===== src/rtl/adc_spi_pkg.sv =====
// Shared definitions for the ADC SPI sampler.
//   state_t      : controller state encoding
//   frame_cycles : clk cycles from chip-select assertion to the accumulate step
package adc_spi_pkg;

   typedef enum logic [2:0] {
      IDLE,
      CS_SETUP,
      SHIFT,
      CS_HOLD,
      ACCUM,
      PUBLISH
   } state_t;

   // CS setup + FRAME_BITS full SCLK periods + CS hold, all in CLK_DIV units.
   function automatic int frame_cycles(input int clk_div, input int frame_bits);
      return clk_div * (2 * frame_bits + 2);
   endfunction

endpackage


===== src/rtl/spi_frame_rx.sv =====
// SCLK generator and MSB-first shift register for one ADC conversion frame.
// Ports:
//   clk, rst_n : system clock, synchronous active-low reset
//   start      : one-cycle pulse, begins the first SCLK low phase on this edge
//   miso       : synchronized ADC data
//   sclk       : SPI clock, idles high
//   done       : one-cycle pulse on the edge that ends the last high phase
//   frame      : captured bits, first bit received ends up in the MSB
module spi_frame_rx #(
   parameter int CLK_DIV    = 7,
   parameter int FRAME_BITS = 16
) (
   input  logic                  clk,
   input  logic                  rst_n,
   input  logic                  start,
   input  logic                  miso,
   output logic                  sclk,
   output logic                  done,
   output logic [FRAME_BITS-1:0] frame
);

   localparam int HW = (CLK_DIV > 2) ? $clog2(CLK_DIV) : 1;
   localparam int BW = (FRAME_BITS > 2) ? $clog2(FRAME_BITS) : 1;
   localparam logic [HW-1:0] HALF_LOAD = HW'(CLK_DIV - 1);
   localparam logic [BW-1:0] BIT_LOAD  = BW'(FRAME_BITS - 1);

   logic          active;
   logic [HW-1:0] half_cnt;
   logic [BW-1:0] bit_cnt;

   // Last high phase expiring: the controller raises chip select on this edge.
   assign done = active && sclk && (half_cnt == '0) && (bit_cnt == '0);

   always_ff @(posedge clk) begin
      if (!rst_n) begin
         active   <= 1'b0;
         sclk     <= 1'b1;
         half_cnt <= '0;
         bit_cnt  <= '0;
         frame    <= '0;
      end else if (start) begin
         active   <= 1'b1;
         sclk     <= 1'b0;
         half_cnt <= HALF_LOAD;
         bit_cnt  <= BIT_LOAD;
      end else if (active) begin
         if (half_cnt != '0) begin
            half_cnt <= half_cnt - HW'(1);
         end else if (!sclk) begin
            // The ADC changed data on the falling edge; take it as SCLK rises.
            sclk     <= 1'b1;
            half_cnt <= HALF_LOAD;
            frame    <= {frame[FRAME_BITS-2:0], miso};
         end else if (bit_cnt == '0) begin
            active <= 1'b0;
         end else begin
            sclk     <= 1'b0;
            half_cnt <= HALF_LOAD;
            bit_cnt  <= bit_cnt - BW'(1);
         end
      end
   end

endmodule


===== src/rtl/adc_spi_sampler.sv =====
// Periodic serial-ADC reader with 2^AVG_LOG2 averaging for the buck-boost loop.
// Ports:
//   clk, rst_n     : system clock, synchronous active-low reset
//   enable         : conversions run while high
//   spi_miso       : ADC serial data (asynchronous, synchronized here)
//   spi_cs_n       : ADC chip select, active-low
//   spi_sclk       : ADC serial clock, idles high
//   voltage_actual : averaged ADC code
//   ready          : high READY_HOLD cycles, rising with each new voltage_actual
//   busy           : high while a frame is on the bus
//
// state    | meaning
// ---------+--------------------------------------------------------
// IDLE     | waiting for a sample tick with enable high
// CS_SETUP | cs_n low, sclk high for CLK_DIV cycles
// SHIFT    | spi_frame_rx clocks FRAME_BITS bits in
// CS_HOLD  | cs_n high for CLK_DIV cycles before the data is used
// ACCUM    | add data to the running sum, or drop the sum if disabled
// PUBLISH  | present the average, clear the sum, start the ready pulse
module adc_spi_sampler
   import adc_spi_pkg::*;
#(
   parameter int CLK_DIV       = 7,
   parameter int SAMPLE_PERIOD = 2700,
   parameter int FRAME_BITS    = 16,
   parameter int DATA_LSB      = 4,
   parameter int AVG_LOG2      = 2,
   parameter int READY_HOLD    = 8
) (
   input  logic       clk,
   input  logic       rst_n,
   input  logic       enable,
   input  logic       spi_miso,
   output logic       spi_cs_n,
   output logic       spi_sclk,
   output logic [7:0] voltage_actual,
   output logic       ready,
   output logic       busy
);

   localparam int TW = $clog2(SAMPLE_PERIOD);
   localparam logic [TW-1:0] TICK_LAST = TW'(SAMPLE_PERIOD - 1);
   localparam int HW = (CLK_DIV > 2) ? $clog2(CLK_DIV) : 1;
   localparam logic [HW-1:0] HALF_LOAD = HW'(CLK_DIV - 1);
   localparam int AW = 8 + AVG_LOG2;
   localparam int CW = AVG_LOG2 + 1;
   localparam logic [CW-1:0] AVG_COUNT = CW'(1 << AVG_LOG2);
   localparam int RW = $clog2(READY_HOLD + 1);
   localparam logic [RW-1:0] HOLD_LOAD = RW'(READY_HOLD - 1);

   state_t                state;
   logic                  miso_meta;
   logic                  miso_sync;
   logic [TW-1:0]         tick_cnt;
   logic                  tick;
   logic [HW-1:0]         phase_cnt;
   logic [AW-1:0]         acc;
   logic [AW-1:0]         acc_next;
   logic [CW-1:0]         count;
   logic [CW-1:0]         count_next;
   logic [RW-1:0]         hold_cnt;
   logic                  rx_start;
   logic                  rx_done;
   logic [FRAME_BITS-1:0] rx_frame;
   logic [7:0]            sample;
   logic                  frame_unused;

   always_ff @(posedge clk) begin
      if (!rst_n) begin
         miso_meta <= 1'b0;
         miso_sync <= 1'b0;
      end else begin
         miso_meta <= spi_miso;
         miso_sync <= miso_meta;
      end
   end

   assign tick = (tick_cnt == TICK_LAST);

   always_ff @(posedge clk) begin
      if (!rst_n)
         tick_cnt <= '0;
      else if (tick)
         tick_cnt <= '0;
      else
         tick_cnt <= tick_cnt + TW'(1);
   end

   assign rx_start = (state == CS_SETUP) && (phase_cnt == '0);

   spi_frame_rx #(
      .CLK_DIV    (CLK_DIV),
      .FRAME_BITS (FRAME_BITS)
   ) u_rx (
      .clk   (clk),
      .rst_n (rst_n),
      .start (rx_start),
      .miso  (miso_sync),
      .sclk  (spi_sclk),
      .done  (rx_done),
      .frame (rx_frame)
   );

   assign sample       = rx_frame[DATA_LSB+7:DATA_LSB];
   // Leading/trailing frame bits carry no data.
   assign frame_unused = ^rx_frame;
   // Width AW holds 2^AVG_LOG2 full-scale codes, so the sum cannot wrap.
   assign acc_next     = acc + AW'(sample);
   assign count_next   = count + CW'(1);

   always_ff @(posedge clk) begin
      if (!rst_n) begin
         state          <= IDLE;
         spi_cs_n       <= 1'b1;
         busy           <= 1'b0;
         phase_cnt      <= '0;
         acc            <= '0;
         count          <= '0;
         voltage_actual <= '0;
         ready          <= 1'b0;
         hold_cnt       <= '0;
      end else begin
         if (ready) begin
            if (hold_cnt == '0)
               ready <= 1'b0;
            else
               hold_cnt <= hold_cnt - RW'(1);
         end

         case (state)
            IDLE: begin
               if (!enable) begin
                  acc   <= '0;
                  count <= '0;
               end else if (tick) begin
                  state     <= CS_SETUP;
                  spi_cs_n  <= 1'b0;
                  busy      <= 1'b1;
                  phase_cnt <= HALF_LOAD;
               end
            end
            CS_SETUP: begin
               if (phase_cnt == '0)
                  state <= SHIFT;
               else
                  phase_cnt <= phase_cnt - HW'(1);
            end
            SHIFT: begin
               if (rx_done) begin
                  state     <= CS_HOLD;
                  spi_cs_n  <= 1'b1;
                  phase_cnt <= HALF_LOAD;
               end
            end
            CS_HOLD: begin
               if (phase_cnt == '0) begin
                  state <= ACCUM;
                  busy  <= 1'b0;
               end else begin
                  phase_cnt <= phase_cnt - HW'(1);
               end
            end
            ACCUM: begin
               // A frame finished after enable dropped: discard the partial average.
               if (!enable) begin
                  acc   <= '0;
                  count <= '0;
                  state <= IDLE;
               end else begin
                  acc   <= acc_next;
                  count <= count_next;
                  state <= (count_next == AVG_COUNT) ? PUBLISH : IDLE;
               end
            end
            PUBLISH: begin
               voltage_actual <= acc[AW-1:AVG_LOG2];
               acc            <= '0;
               count          <= '0;
               ready          <= 1'b1;
               hold_cnt       <= HOLD_LOAD;
               state          <= IDLE;
            end
            default: begin
               state    <= IDLE;
               spi_cs_n <= 1'b1;
               busy     <= 1'b0;
            end
         endcase
      end
   end

endmodule


===== config.mk =====
export PLATFORM = sky130hd
export DESIGN_NAME = adc_spi_sampler
export DESIGN_NICKNAME = d
export VERILOG_FILES = /design/src/rtl/adc_spi_pkg.sv /design/src/rtl/spi_frame_rx.sv /design/src/rtl/adc_spi_sampler.sv
export SDC_FILE = /design/constraint.sdc
export NUM_CORES = 1
export LEC_CHECK = 0
export CORE_UTILIZATION = 50
export CTS_CLUSTER_SIZE = 16
export DETAILED_ROUTE_END_ITERATION = 10
export GPL_TIMING_DRIVEN = 0
export PLACE_DENSITY = 0.68
export SETUP_SLACK_MARGIN = 0.5
export SLEW_MARGIN = 20
export SYNTH_ARGS = -nofsm -noshare
export SYNTH_HDL_FRONTEND = slang
export SYNTH_SLANG_ARGS = --single-unit

===== constraint.sdc =====
create_clock -name clk -period 5.1 [get_ports clk]
set_input_delay 0.51 -clock clk [delete_from_list [all_inputs] [get_ports clk]]
set_output_delay 0.51 -clock clk [all_outputs]
set_load 0.02 [all_outputs]

# Word level (Yosys, flattened, before mapping)
# Cells that the tools add are included.
op_classes:
  n_bitwise: 7
  eq_ne: 19
  n_mux: 53
  add_sub_neg: 7
  reduce_logical: 33
op_table:
  columns: ["operator", "count"]
  rows:
  - ["2-to-1 mux 3 bit", 21]
  - ["case mux 10 bit (3 select lines)", 1]
  - ["2-to-1 mux 10 bit", 2]
  - ["2-to-1 mux 4 bit", 5]
  - ["2-to-1 mux 1 bit", 19]
  - ["case mux 3 bit (3 select lines)", 2]
  - ["inequality test 2 bit (second input constant)", 8]
  - ["AND reduction 4 bit", 4]
  - ["case mux 3 bit (5 select lines)", 1]
  - ["adder 12 x 1 -> 12 bit (second input constant)", 1]
  - ["== test 12 bit (second input constant)", 1]
  - ["AND reduction 2 bit", 6]
  - ["adder 10 x 8 -> 10 bit", 1]
  - ["AND reduction 5 bit", 2]
  - ["== test 3 bit (second input constant)", 3]
  - ["logical NOT 3 bit", 3]
  - ["nonzero test 3 bit", 3]
  - ["logical NOT 4 bit", 2]
  - ["OR reduction 2 bit", 4]
  - ["OR reduction 4 bit", 2]
  - ["subtractor 4 x 1 -> 4 bit (second input constant)", 2]
  - ["inverter 1 bit", 7]
  - ["== test 3 x 2 -> 1 bit (second input constant)", 2]
  - ["case mux 1 bit (3 select lines)", 2]
  - ["other kinds (8)", 15]
totals:
  inputBits: 4
  elab_cells: 138
  register_bits: 69

# Logic depth before layout (Yosys ltp)
logic_depth:
  word_depth: 6
  depth_mapped: 9
  ltp_nobuf: 8

# Cells and area by module
# From an unflattened synthesis, not the netlist that was laid out.
hier_totals:
  hier_cells: 412
  hier_area_um2: 3639.7
modules_own_cells:
  columns: ["module", "instances", "seq_area_each_um2", "area_each_um2", "cells_per_inst"]
  rows:
  - ["adc_spi_sampler", 1, 960.9, 2498.6, 291]
  - ["spi_frame_rx", 1, 500.5, 1141.1, 121]

# Worst setup path before layout
# OpenSTA, ideal clock, no wires.
synth_timing:
  kind: "register to register"
  start: "register phase_cnt[0]"
  end: "register phase_cnt[0]"
  t_required_ns: 4.986
  setup_slack_ns: 3.321
  setup_ns: 0.114
  t_arrival_ns: 1.665
  stages_incl_launch_ff: 9
  synth_period_minus_slack_ns: 1.779
  path_cell_list: "dfxtp_1 -> inv_1 -> ha_1 -> and3b_1 -> buf_6 -> or3_1 -> a211o_1 -> a21oi_2 -> nor2b_1"
synth_via:
  elab_chain_len: 3
  word_cells_on_any_way: 6
  classes_between: "add/sub: 1; eq/ne: 1; mux: 2; reduce/logical: 2"
synth_lines:
  columns: ["item", "line", "rtl"]
  rows:
  - ["from (decl)", "adc_spi_sampler.sv:56", "logic [HW-1:0] phase_cnt;"]
  - ["from (signal assigned)", "adc_spi_sampler.sv:146", "phase_cnt <= phase_cnt - HW'(1);"]
  - ["from (signal assigned)", "adc_spi_sampler.sv:160", "phase_cnt <= phase_cnt - HW'(1);"]
  - ["subtractor 3 x 1 -> 3 bit or logical NOT 3 bit (tied branches)", null, null]
  - ["2-to-1 mux 3 bit or inequality test 2 bit (tied branches)", null, null]
  - ["case mux 3 bit (3 select lines) or AND reduction 5 bit (tied branches)", null, null]
# Several ways; a longest one is shown, not always the timed one. The select of a mux whose other input is x is not followed.
# A chain may end at the register's enable or synchronous reset.

# Worst setup path after layout
layout_timing:
  start: "input port enable"
  end: "register acc[8]"
layout_via:
  elab_chain_len: 2
  word_cells_on_any_way: 4
  classes_between: "eq/ne: 1; mux: 2; reduce/logical: 1"
layout_lines:
  columns: ["item", "line", "rtl"]
  rows:
  - ["from (decl)", "adc_spi_sampler.sv:32", "input logic enable,"]
  - ["2-to-1 mux 10 bit or inequality test 2 bit (tied branches)", null, null]
  - ["case mux 10 bit (3 select lines) or AND reduction 2 bit (tied branches)", null, null]
  - ["to (signal assigned)", "adc_spi_sampler.sv:170", "acc <= acc_next;"]
  - ["to (decl)", "adc_spi_sampler.sv:57", "logic [AW-1:0] acc;"]
# Several ways; a longest one is shown, not always the timed one.

==> impl_metrics.json <==
{
  "status": "finished, final reports clean",
  "synth_area_um2": 3304,
  "layoutNonFillerInstCount": 483,
  "grt_pass1_vias": 2441,
  "io_buffers": 15,
  "synthAdderAreaFrac_pct": 7.421,
  "fin_util_pct": 59.29,
  "grt_pass1_wl_um": 11300,
  "top_layer_used": "met4",
  "drive_above_1_share_pct": 6.404,
  "period_needed_ns": 2.049,
  "final_hold_viol_count": 0,
  "antenna_found_initial": 0,
  "grt_setup_unrepaired": "no",
  "cts_setup_buffers": 0,
  "async_flop_share_pct": 0,
  "core_um2": 6350,
  "h-tree-depth": 3,
  "drtIter0Drc": 108,
  "grt_usage_pct": 20.32,
  "clk_path_buf_depth": 2,
  "synth_compound_area_share_pct": 16.93,
  "end_kind": "flop",
  "drv_slew": 0,
  "vias": 2665,
  "synth_top_family_by_area": "simple AND/OR/NAND/NOR gates",
  "fin_tns_setup_ns": 0,
  "clk_latency_ns": 0.33,
  "hp-class": "flop to flop",
  "drc": 0,
  "wire_per_inst_um": 13.53,
  "powerDensity_nw_per_um2": 278.9,
  "synthMuxAreaShare_pct": 3.635,
  "wl_um": 6536,
  "maxCapViolations": 0,
  "crit_type": "input port to flop",
  "synthFlopType": "dfxtp_1",
  "row_count": 29,
  "die_area_um2": 6938,
  "cts_root_buf": "clkbuf_8",
  "pin_count": 16,
  "place.gp.congestion": 0.8174,
  "synth-edff-count": 0,
  "vdd_drop_max_v": 0.0001627,
  "dp_hpwl_um": 4567,
  "dp_cells": 468,
  "grt_overflow_total": 0,
  "die_x_um": 83.30,
  "crit_arrival_ns": 2.33,
  "wl_met2_um": 2977,
  "startpoint_type": "input port",
  "syn-num-nets": 399,
  "syn_inst": 376,
  "routed_via_density": 5.518,
  "cts_resized": 0,
  "worst-slew-pin-transition_ns": 0.6563,
  "clock.fmax_ghz": 0.4881,
  "maxSlewHeadroom_pct": 55.68,
  "path_clk_slew_ns": 0.07,
  "grt_start_max_net_pins": 12,
  "fin_crit_sh_pct": 40.17,
  "initial_core_util_pct": 52.04,
  "crit_required_ns": 5.38,
  "hold_buffers": 0,
  "fin_nets": 425,
  "synth_xor_area_share_pct": 5.036,
  "dr.pass1.iters": 4,
  "skew_ns": 0.006581,
  "yosys_warnings": 0,
  "cts_tree": "done",
  "setup-violations-final": 0,
  "ant_nets": 0,
  "wl_met1_um": 3273,
  "ys_seq_area_share_pct": 41.80,
  "ys_types": 52,
  "num_antenna_cells": 0,
  "numCtsBuffers": 9,
  "met3WireLength_um": 183,
  "p_leak_uw": 0.001520,
  "crit_fanout": 8,
  "synth_seq_cells": 69,
  "avgSynthCellArea_um2": 8.788,
  "numClockSinks": 69,
  "synthToLayoutAreaGrowth_pct": 13.93,
  "synth-simple-area-share_pct": 21.01,
  "die_h_um": 83.30
}
-- critical path: stages --
cell	delay, ns
clkdlybuf4s50_1	0.56
nor2_1	0.06
o21ai_1	0.50
and2_0	0.40
o21bai_1	0.17
a21o_1	0.12
-- path summary, 6_finish.rpt --
path / from / to / slack [ns] / cells after the start
min: miso_meta / miso_sync / 0.44 / 1
max reg2reg: u_rx.half_cnt[0] / phase_cnt[2] / 3.11 / 7
min reg2reg: miso_meta / miso_sync / 0.44 / 1
max: enable / acc[8] / 3.05 / 6
-- where the power goes --
part | switching, uW | leakage [uW] | total (uW) | internal (uW)
combinational | 14.4 | 0.000858 | 23.2 | 8.82
clock | 198 | 0.000105 | 483 | 285
sequential | 2.54 | 0.000557 | 544 | 541
-- per-stage QoR --
stage	hold WS (ns)	cell area, um2	total power [uW]	worst slack (ns)
floorplan	0.4119	3304	569.8	3.321
finish	0.4433	3765	1050	3.051
CTS	0.4485	3765	1063	3.082
global placement	0.4240	3551	579.3	2.737
global route	0.4731	3765	1089	2.888
detailed placement	0.4285	3551	579.5	2.748
-- per-layer routing --
| metal | track usage (%) | vias up |
|---|---|---|
| met5 | 0 | - |
| met4 | 11.13 | 0 |
| met3 | 3.877 | 9 |
| met2 | 31.00 | 35 |
| met1 | 27.07 | 1260 |
| li1 | - | 1361 |
-- final cells by class --
type | count | area [um2]
sequential | 69 | 1381
inverter | 19 | 71.32
buffer | 13 | 66.31
timing repair buffer | 15 | 150.1
multi-input combinational | 275 | 1785
fill | 571 | 2585
tap | 77 | 96.34
clock buffer | 11 | 141.4
clock inverter | 4 | 72.57
-- state kept, by name (all words and copies together), names as in the netlist, 3 cells and up --
signal and count:
tick_cnt 12, u_rx.frame 12, state 3, u_rx.half_cnt 3, count 3, phase_cnt 3
voltage_actual 8, hold_cnt 4, acc 10, u_rx.bit_cnt 4
-- cells in the final DEF, fill, tap and decap left out, types with 4 or more instances in the layout --
master           count
dfxtp_1             69
and3_1               6
and2_1               5
a22oi_1              4
nor3_1               5
nand2_1             42
clkdlybuf4s50_1     15
clkbuf_1             9
nor2b_1             12
nor2_1              31
nand3_1             11
inv_1               18
xnor2_1              9
or3_1                4
xor2_1              10
nand2b_1             4
a21oi_1             23
ha_1                18
clkbuf_8            10
mux2i_1             12
a21boi_0            11
o21ai_0             21
-- synth_stat cells, types with 4 or more instances --
| cell | instances | area share [%] |
|---|---|---|
| dfxtp_1 | 69 | 42 |
| or3_1 | 4 | 0.76 |
| ha_1 | 18 | 6.8 |
| clkbuf_1 | 8 | 0.91 |
| nor2b_1 | 12 | 2.3 |
| nor3_1 | 5 | 0.76 |
| nor2_1 | 31 | 3.5 |
| inv_1 | 18 | 2.0 |
| and2_1 | 5 | 0.95 |
| a21boi_0 | 11 | 2.5 |
| a22oi_1 | 4 | 0.91 |
| nand2b_1 | 4 | 0.76 |
| nand3_1 | 11 | 1.7 |
| and3_1 | 6 | 1.1 |
| o21ai_0 | 21 | 3.2 |
| nand2_1 | 42 | 4.8 |
| xnor2_1 | 9 | 2.4 |
| mux2i_1 | 12 | 3.6 |
| xor2_1 | 10 | 2.7 |
| a21oi_1 | 23 | 3.5 |
-- cell families (layout without fill, tap and decap cells) --
logic type      Yosys count  in the layout
fa+ha+maj                19             19
simple gates            138            138
flops                    69             69
buf+inv                  32             62
mux                      12             12
xor+xnor                 19             19
compound gates           87             87
(Power assumes the default switching activity.)
